## src/rtl/uart_pkg.sv

```systemverilog
// Shared UART definitions: byte width, clocking constants and the byte type.
package uart_pkg;

    localparam int unsigned UART_DATA_W = 8;
    localparam int unsigned CLK_FREQ    = 50_000_000;
    localparam int unsigned BAUDRATE    = 115_200;

    typedef logic [UART_DATA_W-1:0] uart_byte_t;

endpackage

```

## src/rtl/uart_rx_fifo.sv

```systemverilog
// Receive-side FWFT byte FIFO behind the UART receiver, with a sticky overflow
// flag and a saturating framing-error counter.
module uart_rx_fifo
    import uart_pkg::*;
#(
    parameter int unsigned DEPTH     = 16,
    parameter int unsigned DATA_W    = UART_DATA_W,
    parameter int unsigned ERR_CNT_W = 8
) (
    input  logic                       clk,
    input  logic                       reset,
    input  logic [DATA_W-1:0]          rx_data,
    input  logic                       rx_valid,
    input  logic                       rx_ferr,
    output logic [DATA_W-1:0]          m_data,
    output logic                       m_valid,
    input  logic                       m_ready,
    output logic [$clog2(DEPTH):0]     level,
    output logic                       overflow,
    output logic [ERR_CNT_W-1:0]       ferr_count,
    input  logic                       clear_flags
);

    localparam int unsigned AW = $clog2(DEPTH);
    localparam int unsigned PW = AW + 1;

    logic [DATA_W-1:0] mem [DEPTH];
    logic [PW-1:0]     wr_ptr;
    logic [PW-1:0]     rd_ptr;
    logic              full;
    logic              push;
    logic              pop;
    logic              do_write;

    // Extra pointer MSB separates full from empty; modulo subtraction gives occupancy.
    assign level    = wr_ptr - rd_ptr;
    assign m_valid  = (wr_ptr != rd_ptr);
    assign full     = (level == PW'(DEPTH));
    assign push     = rx_valid & ~rx_ferr;
    assign pop      = m_valid & m_ready;
    assign do_write = push & (~full | pop);
    assign m_data   = m_valid ? mem[rd_ptr[AW-1:0]] : '0;

    // Storage is deliberately left unreset.
    always_ff @(posedge clk) begin
        if (do_write) begin
            mem[wr_ptr[AW-1:0]] <= rx_data;
        end
    end

    always_ff @(posedge clk) begin
        if (reset) begin
            wr_ptr <= '0;
            rd_ptr <= '0;
        end else begin
            if (do_write) begin
                wr_ptr <= wr_ptr + PW'(1);
            end
            if (pop) begin
                rd_ptr <= rd_ptr + PW'(1);
            end
        end
    end

    // New events take priority over a simultaneous clear.
    always_ff @(posedge clk) begin
        if (reset) begin
            overflow <= 1'b0;
        end else if (push & full & ~pop) begin
            overflow <= 1'b1;
        end else if (clear_flags) begin
            overflow <= 1'b0;
        end
    end

    always_ff @(posedge clk) begin
        if (reset) begin
            ferr_count <= '0;
        end else if (rx_ferr) begin
            if (clear_flags) begin
                ferr_count <= ERR_CNT_W'(1);
            end else if (ferr_count != '1) begin
                ferr_count <= ferr_count + ERR_CNT_W'(1);
            end
        end else if (clear_flags) begin
            ferr_count <= '0;
        end
    end

endmodule
```

## config.mk

```make
export PLATFORM = sky130hd
export DESIGN_NAME = uart_rx_fifo
export DESIGN_NICKNAME = d
export VERILOG_FILES = /design/src/rtl/uart_pkg.sv /design/src/rtl/uart_rx_fifo.sv
export SDC_FILE = /design/constraint.sdc
export NUM_CORES = 1
export LEC_CHECK = 0
export ABC_AREA = 1
export CELL_PAD_IN_SITES_DETAIL_PLACEMENT = 1
export CELL_PAD_IN_SITES_GLOBAL_PLACEMENT = 2
export CORE_MARGIN = 2
export CORE_UTILIZATION = 43
export CTS_CLUSTER_DIAMETER = 50
export DETAILED_ROUTE_END_ITERATION = 16
export PLACE_DENSITY = 0.92
export SLEW_MARGIN = 20
export SYNTH_ARGS = -nofsm -noshare
export SYNTH_HDL_FRONTEND = slang
export SYNTH_SLANG_ARGS = --single-unit
```

## constraint.sdc

```tcl
create_clock -name clk -period 5.2 [get_ports clk]
set_input_delay 0.52 -clock clk [delete_from_list [all_inputs] [get_ports clk]]
set_output_delay 0.52 -clock clk [all_outputs]
set_load 0.03 [all_outputs]
```

# After elaboration in Yosys (flattened, before gate mapping)
# Memory sizes are Yosys's and may differ from the RTL's. A register that Yosys moved wholly into a read port is not among the register bits.
# Index checks and enable logic that the tools add are counted.
[word_totals]
regBits = 19
latchBits = 0
ramBits = 128
romBits = 0
in_bits = 14
out_inout_bits = 23
wordCells = 36
memories = 1
[op_classes]
n_addsub = 4
n_mul = 0
n_div = 0
n_lt_le_gt_ge = 0
eq_ne = 3
shift = 0
mux = 11
n_bitwise = 9
n_reduce_logical = 4
[mem_list]
columns = ["memory", "depth", "width", "rd", "rd_clocked_by_memory_dff", "wr", "line_no", "rtl"]
rows = [
  ["mem", 16, 8, 1, 1, 1, "uart_rx_fifo.sv:27", "logic [DATA_W-1:0] mem [DEPTH];"],
]
[ops]
columns = ["cell", "n"]
rows = [
  ["$mux W8", 5],
  ["$add A5 B1 Y5 const B", 2],
  ["$add A8 B1 Y8 const B", 1],
  ["$mux W4", 2],
  ["$ne A8 B8 Y1 const B", 1],
  ["$reduce_bool A2 Y1", 3],
  ["$and A1 B1 Y1", 5],
  ["$eq A5 B5 Y1 const B", 1],
  ["$ne A5 B5 Y1", 1],
  ["$sub A5 B5 Y5", 1],
  ["$mux W1", 4],
  ["$not A1 Y1", 3],
  ["$reduce_and A2 Y1", 1],
  ["$or A1 B1 Y1", 1],
]

# Logic depth before layout (Yosys ltp)
[depth]
word_depth = 7
mapped_depth = 14
mapped_depth_nobuf = 13

# Worst setup path after synthesis
# OpenSTA, ideal clock, no wires.
[synth_path]
path_type = "flip-flop to flip-flop"
startpoint = "register wr_ptr[0]"
endpoint = "memory mem[10][0] in the netlist's numbering, enable pin"
setup_ns = 0.383
arrival_ns = 2.506
required_time_ns = 4.817
path_slack_ns = 2.311
stages_incl_launch_ff = 13
path_buffers = 1
synth_period_minus_slack_ns = 2.889
path_cell_list = "dfxtp_1 > inv_1 > ha_1 > inv_1 > fa_1 > nand2_1 > nand2_1 > nand3_1 > nand2_1 > nand3_4 > nand2_4 > buf_2 > nor3_1"
[synth_between]
elab_chain_cells = 7
elab_cells_between_ends = 9
classes_between = "add/sub: 1; eq/ne: 2; mux: 2; bitwise: 4"
[synth_lines]
columns = ["element", "line_no", "rtl"]
rows = [
  ["from (decl)", "uart_rx_fifo.sv:28", "logic [PW-1:0] wr_ptr;"],
  ["from (signal assigned)", "uart_rx_fifo.sv:57", "wr_ptr <= wr_ptr + PW'(1);"],
  ["$sub A5 B5 Y5", "uart_rx_fifo.sv:36", "assign level = wr_ptr - rd_ptr;"],
  ["net level[4]", "uart_rx_fifo.sv:18", "output logic [$clog2(DEPTH):0] level,"],
  ["$eq A5 B5 Y1", "uart_rx_fifo.sv:38", "assign full = (level == PW'(DEPTH));"],
  ["$not A1 Y1", "uart_rx_fifo.sv:41", "assign do_write = push & (~full | pop);"],
  ["$or A1 B1 Y1", "uart_rx_fifo.sv:41", ""],
  ["$and A1 B1 Y1", "uart_rx_fifo.sv:41", ""],
  ["$mux W1", "uart_rx_fifo.sv:46", "if (do_write) begin"],
  ["$mux W1 (not written as such)", "uart_rx_fifo.sv:47", "mem[wr_ptr[AW-1:0]] <= rx_data;"],
  ["to (decl)", "uart_rx_fifo.sv:27", ""],
]
# The timed path passes the listed nets, and every way through them passes these cells.

==> reports/qor.tcl <==
set qor(vias_per_cell) 5.58
set qor(area_growth_pct) 18.2
set qor(cts_inserted_buffers) 17
set qor(final_count_of_pins_violating_max_slew) 0
set qor(synth.lib_cells_used.distinct) 33
set qor(leakagePower_nw) 2.65
set qor(power.internal_w) 0.00227
set qor(end_kind) {primary output}
set qor(track_usage_pct) 22.6
set qor(floorplan.die_area_sq_um) 16000
set qor(place_hpwl_microns) 10900
set qor(core_area_sq_um) 14600
set qor(ys_top_cells_by_area) {sky130_fd_sc_hd__edfxtp_1, sky130_fd_sc_hd__dfxtp_1, sky130_fd_sc_hd__nand2_1}
set qor(layout_common_cells) {sky130_fd_sc_hd__edfxtp_1, sky130_fd_sc_hd__nand2_1, sky130_fd_sc_hd__nor2_1}
set qor(comb_power_share_pct) 21.7
set qor(critical_path_arrival_ns) 3.39
set qor(h-tree-depth) 4
set qor(ctsRootBufferMaster) {sky130_fd_sc_hd__clkbuf_16}
set qor(final.period_utilization_pct) 75.1
set qor(post_cts.resized_instances) 0
set qor(syn-cell-area_sq_um) 6450
set qor(swShare_pct) 30.6
set qor(slew_headroom_pct) 29.4
set qor(met3_usage_pct) 4.68
set qor(ant_nets_after_route) 0
set qor(drive_above_1_share_pct) 10.2
set qor(initialDrtViolationCount) 428
set qor(grt_start_max_net_pins) 65
set qor(critical_path_required_ns) 4.68
set qor(grt_pass1_wl_microns) 27100
set qor(synth_nets) 610
set qor(grt_pass1_vias) 4965
set qor(tritoncts) {done}
set qor(ys_seq_area_share_pct) 66.7
set qor(setup.worst_path.start_class) {register}
set qor(grt_remaining_overflow) 0
set qor(clk_pin_slew_worst_paths_ns) 0.06
set qor(die_w_microns) 126
set qor(post_cts_hold_buffer_count) 0
set qor(outcome) {finished, final reports clean}
set qor(synth.largest_area_cell) {sky130_fd_sc_hd__edfxtp_1}
set qor(finalNetCount) 647
set qor(worstSkewPairLatency_ns) 0.43
set qor(yosysWarnings) 0
set qor(timing.max_cap.violations) 0
set qor(die_span_y_microns) 126
set qor(globalRoute.busiestLayer) {met2}
set qor(max_freq_mhz) 256
set qor(layout_setup_ws_ns) 1.29
set qor(power.switching_w) 0.00100
set qor(setup_tns_ns) 0
set qor(netlist.area_leader.share_pct) 59.6
set qor(remaining_drc_errors) 0
set qor(timing.final.crit_period_ns) 3.91
set qor(drtPass1Iterations) 5
set qor(io_pins) 37
set qor(synth.ff_latch_count) 151
set qor(n_antenna_cell) 0
set qor(clock-sinks) 151
set qor(initial_utilization_pct) 44.2
set qor(worstSetupPathType) {reg -> out}
set qor(final_hold_vio_count) 0
set qor(postRouteWirelength_microns) 17000
set qor(cellPowerDensity_nw_per_um2) 429
set qor(antenna_found_initial) 0
set qor(unrepaired_setup_endpoints_after_global_routing) {false}
set qor(min-delay-path-class) {reg -> reg}
set qor(num_rows) 44
set qor(worstMarginPinSlew_ns) 1.06
set qor(num_vias) 4574
set qor(met1_usage_pct) 28.3
set qor(p_clk_share_pct) 37.2
set qor(placement.io_buffers) 36
set qor(post-cts-setup-buffers) 0
set qor(grt_util_met2_pct) 38.7
set qor(synthCells) 585
set qor(max-vdd-ir-drop_uv) 236
set qor(gp_congestion) 0.803
set qor(dpl_worst_slack_ns) 1.79
set qor(routed_wire_length_per_instance_microns) 20.8
set qor(layout.cells.most_common) {sky130_fd_sc_hd__edfxtp_1}
set qor(setup_violations) 0
set qor(avgSynthCellArea_sq_um) 11.0
set qor(clk_path_buf_depth) 2
set qor(power_frac_seq_pct) 41.1
set qor(finalClockSkew_ns) 0.00934
set qor(critical_path_peak_fanout) 33
through the flow:
stage	area [sq um]	util (%)	std cells	power, W	hold slack, ns
finish	7620	52.3	819	0.00327	0.485
global route	7620	52.3	819	0.00342	0.537
CTS	7620	52.2	819	0.00329	0.493
detailed placement	7030	48.2	787	0.00208	0.474
global placement	6980	47.9	786	0.00206	0.452
floorplan	6450	-	585	0.00183	0.465
critical path, stage by stage, from the launching register on:
cell and delay (ns):
sky130_fd_sc_hd__dfxtp_1 0.29, sky130_fd_sc_hd__buf_4 0.24, sky130_fd_sc_hd__inv_1 0.81, sky130_fd_sc_hd__o21ai_0 0.25, sky130_fd_sc_hd__o211ai_1 0.28, sky130_fd_sc_hd__nand3_1 0.15
sky130_fd_sc_hd__a21oi_1 0.21, sky130_fd_sc_hd__clkdlybuf4s50_1 0.70
Yosys cell counts, drive strengths merged:
cell type	instances
fa	1
xor2	3
o211ai	8
or2	1
nand3	46
a21oi	41
o21bai	1
o31ai	8
nand4	2
o221ai	8
buf	10
inv	35
nor2	70
edfxtp	128
nor3b	1
nand2	106
o2111ai	1
clkbuf	17
dfxtp	23
nand3b	1
ha	10
nor3	17
o21ai	47
layout make-up:
| class | count | area [sq um] |
|---|---|---|
| Fill cell | 1578 | 6970 |
| Sequential cell | 151 | 4310 |
| Multi-Input combinational cell | 372 | 1930 |
| Clock buffer | 21 | 514 |
| Timing Repair Buffer | 45 | 428 |
| Tap cell | 184 | 230 |
| Inverter | 35 | 133 |
| Clock inverter | 11 | 78.8 |
final timing paths:
check / start / to / slack [ns] / cells after the start
setup / recovery: register / m_data[1] / 1.29 / 7
hold / removal: overflow / overflow / 0.49 / 2
setup reg to reg: wr_ptr[0] / mem[15][1] / 2.15 / 11
hold reg to reg: overflow / overflow / 0.49 / 2
power groups by stage:
stage          Sequential [W]  Combinational [W]  Clock [W]
3_3_place_gp          0.00137           0.000688          0
4_1_cts               0.00135           0.000714    0.00123
5_1_grt               0.00135           0.000786    0.00128
6_report              0.00135           0.000711    0.00122
3_5_place_dp          0.00137           0.000707          0
2_1_floorplan         0.00137           0.000459          0
layer usage:
metal	routed length, microns	up-vias
li1	-	2147
met1	7230	2288
met2	8670	108
met3	634	31
met4	488	0
met5	0	-
state kept, by name (all words and copies together), names as in the netlist, named ones only:
register	cells
overflow	1
rd_ptr	5
ferr_count	8
wr_ptr	5
mem	128
kinds of logic (layout without fill, tap and decap cells):
group,count (synthesis),in the layout,share of synthesized area (%)
AND/OR/NAND/NOR,244,244,16.2
flip-flops,151,151,66.7
AO/OA/AOI/OAI,114,114,10.4
buffers and inverters,62,112,3.96
adder cells (fa/ha/maj),11,11,2.25
XOR/XNOR,3,3,0.408
Note: power is estimated with default switching activity, not from simulation.
